### src/rtl/ext_mem_arbiter.sv
// ext_mem_arbiter
//   This block arbitrates three requesters for one external buffer controller.
//   Round-robin selection picks one requester at a time.
//   Each granted transaction issues the following sequence to the controller:
//     1. a burst command cycle,
//     2. a read/write strobe setup cycle,
//     3. the data phase,
//     4. a single-cycle done pulse back to the requester.
//
// Ports
//   host_clk, rst_n        clock, asynchronous active-low reset
//   req/req_wr             per-requester request level and direction (1 = write)
//   req_addr               per-requester start address, slice i at [i*ADDR_W +: ADDR_W]
//   req_len_minus1         per-requester burst length minus 1, slice i at [i*5 +: 5]
//   wdata / wpop           per-requester write word and its one-hot pop strobe
//   rdata / rvalid         shared read word, one-hot valid per requester
//   done                   one-hot transaction-complete pulse
//   gnt_id                 granted requester, 3 when idle
//   mem_*                  buffer-controller command, data and status signals
module ext_mem_arbiter #(
    parameter int unsigned ADDR_W = 24,
    parameter int unsigned DATA_W = 32
) (
    input  logic                  host_clk,
    input  logic                  rst_n,
    input  logic [2:0]            req,
    input  logic [2:0]            req_wr,
    input  logic [3*ADDR_W-1:0]   req_addr,
    input  logic [14:0]           req_len_minus1,
    input  logic [3*DATA_W-1:0]   wdata,
    output logic [2:0]            wpop,
    output logic [DATA_W-1:0]     rdata,
    output logic [2:0]            rvalid,
    output logic [2:0]            done,
    output logic [1:0]            gnt_id,
    output logic                  mem_burst,
    output logic                  mem_rd,
    output logic                  mem_wr,
    output logic [ADDR_W-1:0]     mem_addr,
    output logic [4:0]            mem_len_minus1,
    output logic [DATA_W-1:0]     mem_d,
    input  logic [DATA_W-1:0]     mem_q,
    input  logic                  mem_valid,
    input  logic                  mem_full
);

    typedef enum logic [2:0] {
        IDLE,
        CMD1,
        CMD2,
        WDATA,
        RDATA,
        DONE
    } state_t;

    state_t     state;
    logic       armed;
    logic [1:0] last_grant;
    logic [1:0] winner;
    logic       wr_lat;
    logic [5:0] cnt;
    logic [5:0] len_words;
    logic [2:0] win_onehot;
    logic [1:0] cand;
    logic [1:0] pick;
    logic       pick_ok;
    logic       write_go;

    // Round-robin search starting one past the last completed grant.
    always_comb begin
        cand    = 2'd0;
        pick    = 2'd0;
        pick_ok = 1'b0;
        for (int unsigned k = 1; k <= 3; k++) begin
            cand = 2'((32'(last_grant) + k) % 32'd3);
            if (!pick_ok && req[cand]) begin
                pick    = cand;
                pick_ok = 1'b1;
            end
        end
    end

    assign win_onehot = 3'b001 << winner;
    assign len_words  = {1'b0, mem_len_minus1} + 6'd1;

    // The write data path reacts to mem_full in the same cycle.
    // This keeps the strobes out of the registered FSM outputs,
    // so a full FIFO never takes an extra word.
    assign write_go = (state == WDATA) && !mem_full;
    assign mem_wr   = write_go;
    assign wpop     = write_go ? win_onehot : 3'b000;
    assign mem_d    = write_go ? wdata[32'(winner)*DATA_W +: DATA_W] : '0;

    always_ff @(posedge host_clk or negedge rst_n) begin
        if (!rst_n) begin
            state          <= IDLE;
            armed          <= 1'b0;
            last_grant     <= 2'd2;
            winner         <= 2'd0;
            wr_lat         <= 1'b0;
            cnt            <= '0;
            gnt_id         <= 2'd3;
            mem_burst      <= 1'b0;
            mem_rd         <= 1'b0;
            mem_addr       <= '0;
            mem_len_minus1 <= '0;
            rdata          <= '0;
            rvalid         <= '0;
            done           <= '0;
        end else begin
            // armed holds off granting on the first edge after reset release.
            armed     <= 1'b1;
            mem_burst <= 1'b0;
            rvalid    <= '0;
            done      <= '0;
            case (state)
                IDLE: begin
                    if (armed && pick_ok && !mem_full) begin
                        winner         <= pick;
                        wr_lat         <= req_wr[pick];
                        mem_addr       <= req_addr[32'(pick)*ADDR_W +: ADDR_W];
                        mem_len_minus1 <= req_len_minus1[32'(pick)*5 +: 5];
                        gnt_id         <= pick;
                        mem_burst      <= 1'b1;
                        cnt            <= '0;
                        state          <= CMD1;
                    end
                end
                CMD1: begin
                    mem_rd <= !wr_lat;
                    state  <= CMD2;
                end
                CMD2: begin
                    if (wr_lat) begin
                        mem_rd <= 1'b0;
                        state  <= WDATA;
                    end else begin
                        mem_rd <= 1'b1;
                        state  <= RDATA;
                    end
                end
                WDATA: begin
                    if (!mem_full) begin
                        cnt <= cnt + 6'd1;
                        if (cnt == {1'b0, mem_len_minus1}) begin
                            done  <= win_onehot;
                            state <= DONE;
                        end
                    end
                end
                RDATA: begin
                    if (cnt == len_words) begin
                        // The last word's rvalid is out this cycle; wrap up.
                        mem_rd <= 1'b0;
                        done   <= win_onehot;
                        state  <= DONE;
                    end else if (mem_valid) begin
                        rdata  <= mem_q;
                        rvalid <= win_onehot;
                        cnt    <= cnt + 6'd1;
                        if (cnt == {1'b0, mem_len_minus1}) begin
                            mem_rd <= 1'b0;
                        end
                    end
                end
                DONE: begin
                    last_grant     <= winner;
                    gnt_id         <= 2'd3;
                    mem_addr       <= '0;
                    mem_len_minus1 <= '0;
                    mem_rd         <= 1'b0;
                    cnt            <= '0;
                    state          <= IDLE;
                end
                default: begin
                    state <= IDLE;
                end
            endcase
        end
    end

endmodule
### config.mk
export PLATFORM = sky130hd
export DESIGN_NAME = ext_mem_arbiter
export DESIGN_NICKNAME = d
export VERILOG_FILES = /design/src/rtl/ext_mem_arbiter.sv
export SDC_FILE = /design/constraint.sdc
export NUM_CORES = 1
export LEC_CHECK = 0
export CORE_UTILIZATION = 30
export CTS_CLUSTER_SIZE = 10
export DETAILED_ROUTE_END_ITERATION = 16
export GPL_TIMING_DRIVEN = 0
export PLACE_DENSITY = 0.64
export SLEW_MARGIN = 20
export SYNTH_ARGS = -nofsm -noshare
export SYNTH_HDL_FRONTEND = slang
export SYNTH_SLANG_ARGS = --single-unit
### constraint.sdc
create_clock -name host_clk -period 5.1 [get_ports host_clk]
set_input_delay 1.275 -clock host_clk [delete_from_list [all_inputs] [get_ports host_clk]]
set_output_delay 1.275 -clock host_clk [all_outputs]
set_load 0.005 [all_outputs]
==> Implementation_results.wiki <==
{| class="wikitable"
! Metric !! Value
|-
| Result of the run || finished, final reports clean
|-
| Die Wd || 136.6 um
|-
| Vias in the first global route || 5,237
|-
| Area share of the leading cell type in the synthesized netlist || 38.24%
|-
| Routed len/inst || 16.47 um
|-
| Met1 GRT Util || 25.78%
|-
| Top cells by count, synth || sky130_fd_sc_hd__dfrtp_1 (83), sky130_fd_sc_hd__nor2_1 (80), sky130_fd_sc_hd__mux2i_1 (64)
|-
| Period utilisation layout || 93.92%
|-
| Maximum level of the CTS H-tree || 3
|-
| Total power per unit cell area || 471.0 nW/um^2
|-
| Fraction of layout instances using a drive strength above 1 || 8.634%
|-
| Cts-stage hold buffer count || 0
|-
| CORE AREA || 17,480 um^2
|-
| Resized Gates After CTS || 0
|-
| Inserted Clock Buffers || 9
|-
| Pre-antenna DRT Iters || 4
|-
| Placed instance area || 9055 um^2
|-
| DRC marker count from the first detailed-route iteration || 236
|-
| Final-stage net count || 1,140
|-
| Final period demand of the worst path || 4.790 ns
|-
| FF-to-FF Start || last_grant[1]
|-
| Synthesis Warnings || 0
|-
| Number of cells after detailed placement || 1,124
|-
| Origin of the worst min-delay path || mem_addr[9]
|-
| Clock tree sinks || 86
|-
| Number of buffers added on ports || 331
|-
| Crit path to || mem_d[18]
|-
| Number of antenna violations at the first check in global routing || 0
|-
| Maximum capacitance violations || 0
|-
| Total detailed-routing wirelength || 18,780 um
|-
| Final Core Density || 53.54%
|-
| Startpoint of the worst setup timing path || mem_full
|-
| Top cells by area, synth || sky130_fd_sc_hd__dfrtp_1 (38%), sky130_fd_sc_hd__mux2i_1 (12%), sky130_fd_sc_hd__o221ai_2 (8.0%)
|-
| Register clock-pin slew on the reported worst setup and hold paths || 0.06 ns
|-
| Number of synthesized flops with an enable pin || 0
|-
| Antenna-violating nets left || 0
|-
| Headroom to the max-slew limit || 50.10%
|-
| Worst reg-to-reg setup slack || 2.39 ns
|-
| Diodes inserted || 0
|-
| Total vias in the final route || 5,417
|-
| Met3 global-route usage || 6.370%
|-
| Final setup violation count || 0
|-
| Actual transition at the worst max-transition pin || 0.7485 ns
|-
| Clock Path Buffers || 2
|-
| Post-Syn Area per Cell || 9.579 um^2
|-
| Setup repair after global routing missed its margin || false
|-
| Endpoint of the lowest-slack register-to-register path || mem_addr[1]
|-
| Arrival time of the worst setup path || 3.52 ns
|-
| Busiest layer in global routing || met2
|-
| Total DRC errors in the routed layout || 0
|-
| Register cell area after layout || 2156 um^2
|-
| Final GP Congestion || 0.8185
|-
| Root Buffer Master || sky130_fd_sc_hd__clkbuf_16
|-
| TritonCTS clock tree || done
|-
| Starting density of the core || 31.08%
|-
| Critical path data required time || 3.83 ns
|-
| Top fanout value on the critical path || 10
|-
| Gate count of the mapped netlist || 567
|-
| Wire length of the first global-routing pass || 28,430 um
|-
| Pin count of the biggest net entering global routing || 63
|-
| Syn-to-layout area delta || 72.29%
|-
| Final Slew Violations || 0
|-
| Number of inserted filler cells in the final layout || 1,576
|-
| Gr usage total || 20.02%
|-
| Layout Skew || 0.007419 ns
|-
| Met2 global-route usage || 32.23%
|-
| Number of distinct library cells after synthesis || 58
|-
| Rows || 48
|-
| Number of vias per cell || 4.752
|-
| Worst Hold Class || reg -> reg
|-
| Max Fclk || 208.8 MHz
|-
| Share of the yosys chip area belonging to registers || 39.69%
|-
| Post-CTS setup buffers || 0
|-
| Share of async-settable or async-resettable flops after synthesis || 100.0%
|-
| Leakage || 3.948 nW
|-
| Final hold violation count || 0
|-
| Most instantiated library cell after synthesis || sky130_fd_sc_hd__dfrtp_1
|-
| Clock latency reported for the late side of the worst-skew pair || 0.35 ns
|-
| Number of cell instances on the worst register-to-register path || 10
|-
| Finished Cell Area || 9358 um^2
|-
| Grt total ovfl || 0
|-
| Multi-input logic area || 2907 um^2
|-
| Kind of end point of the critical path || primary output
|-
| HPWL after detailed placement || 14,790 um
|-
| Net count after synthesis || 797
|-
| Total Die Area || 18,650 um^2
|-
| Post-layout instance count excluding filler cells || 1,140
|-
| Vertical extent of the die || 136.6 um
|-
| Launching element type of the critical path || primary input
|-
| Highest ir drop seen on vdd || 278.0 uV
|-
| Top-level port count || 332
|-
| Worst setup path class || in -> out
|-
| Yosys reg bits || 86
|-
| Post-synthesis instance area || 5431 um^2
|-
| Cell type with the highest aggregate area in the netlist || sky130_fd_sc_hd__dfrtp_1
|-
| Dominant register cell in the synthesized netlist || sky130_fd_sc_hd__dfrtp_1
|}
## where the power goes
group	switching, W	internal, W
logic	0.00120	0.00137
clock network	0.000273	0.000406
registers	0.000183	0.000975
total	0.00166	0.00275
## logic make-up (layout without fill, tap and decap cells)
group | count (synthesis) | count (layout) | share of synthesized area, %
mux | 98 | 98 | 18.84
buf+inv | 80 | 428 | 6.796
fa+ha+maj | 5 | 5 | 1.152
simple gates | 176 | 176 | 14.90
other cells | 1 | 1 | 0.06904
compound gates | 113 | 113 | 17.25
xor+xnor | 8 | 8 | 1.290
flops | 86 | 86 | 39.69
## worst min path at each step
stage,endpoint,depth (start not counted)
6_report,mem_addr[9],2
5_1_grt,mem_addr[20],2
4_1_cts,mem_addr[9],2
3_5_place_dp,mem_addr[23],2
3_3_place_gp,mem_addr[9],2
2_1_floorplan,mem_addr[6],2
## metal layers
layer | vias to the layer above | part of all wire (%) | wire length, um
li1 | 2672 | - | -
met1 | 2495 | 43 | 8033
met2 | 230 | 47 | 8821
met3 | 20 | 8.8 | 1660
met4 | 0 | 1.4 | 261
met5 | - | 0 | 0
## sequential cells by signal (all words and copies together), names as in the netlist
signal	count
rdata	32
mem_addr	24
cnt	6
mem_len_minus1	5
done	3
rvalid	3
state	3
gnt_id	2
last_grant	2
winner	2
armed	1
mem_burst	1
mem_rd	1
wr_lat	1
## area by class of cell
type | count | share of cell area (%)
tap | 225 | 3.008
clock inverter | 3 | 0.4546
multi-input combinational | 401 | 31.06
inverter | 38 | 1.524
clock buffer | 13 | 2.781
sequential | 86 | 23.04
timing repair buffer | 332 | 35.71
buffer | 42 | 2.420
## critical path, stage by stage
cell                              delay, ns
sky130_fd_sc_hd__clkdlybuf4s50_1       0.47
sky130_fd_sc_hd__or2_2                 0.31
sky130_fd_sc_hd__clkbuf_1              0.27
sky130_fd_sc_hd__clkbuf_1              0.33
sky130_fd_sc_hd__nor2_1                0.29
sky130_fd_sc_hd__clkdlybuf4s50_1       0.56
## through the flow
step                hold slack, ns  power [W]  setup slack (ns)  TNS, ns
floorplan                   0.4799   0.002664             1.744        0
global placement            0.4696   0.003737           -0.6881   -56.42
detailed placement          0.4708   0.003755            0.3181        0
CTS                         0.4938   0.004459            0.3140        0
global route                0.5066   0.004754            0.2084        0
finish                      0.4868   0.004407            0.3100        0
## cells in the final DEF, fill, tap and decap left out, drive strengths merged, types with 3 or more instances in the layout
| cell type | n |
|---|---|
| dfstp | 3 |
| dfrtp | 83 |
| clkdlybuf4s50 | 330 |
| buf | 23 |
| o221ai | 30 |
| nor2 | 80 |
| mux2i | 64 |
| nand3 | 8 |
| o211ai | 4 |
| nand2b | 5 |
| inv | 38 |
| mux2 | 34 |
| and3 | 3 |
| ha | 5 |
| xnor2 | 6 |
| a21boi | 5 |
| o21ai | 17 |
| nand2 | 47 |
| or3 | 6 |
| nor3 | 4 |
| nand3b | 5 |
| o22ai | 3 |
| a21oi | 41 |
| clkbuf | 34 |
| nand4 | 4 |
No activity file was read; power rests on OpenSTA's default activity.
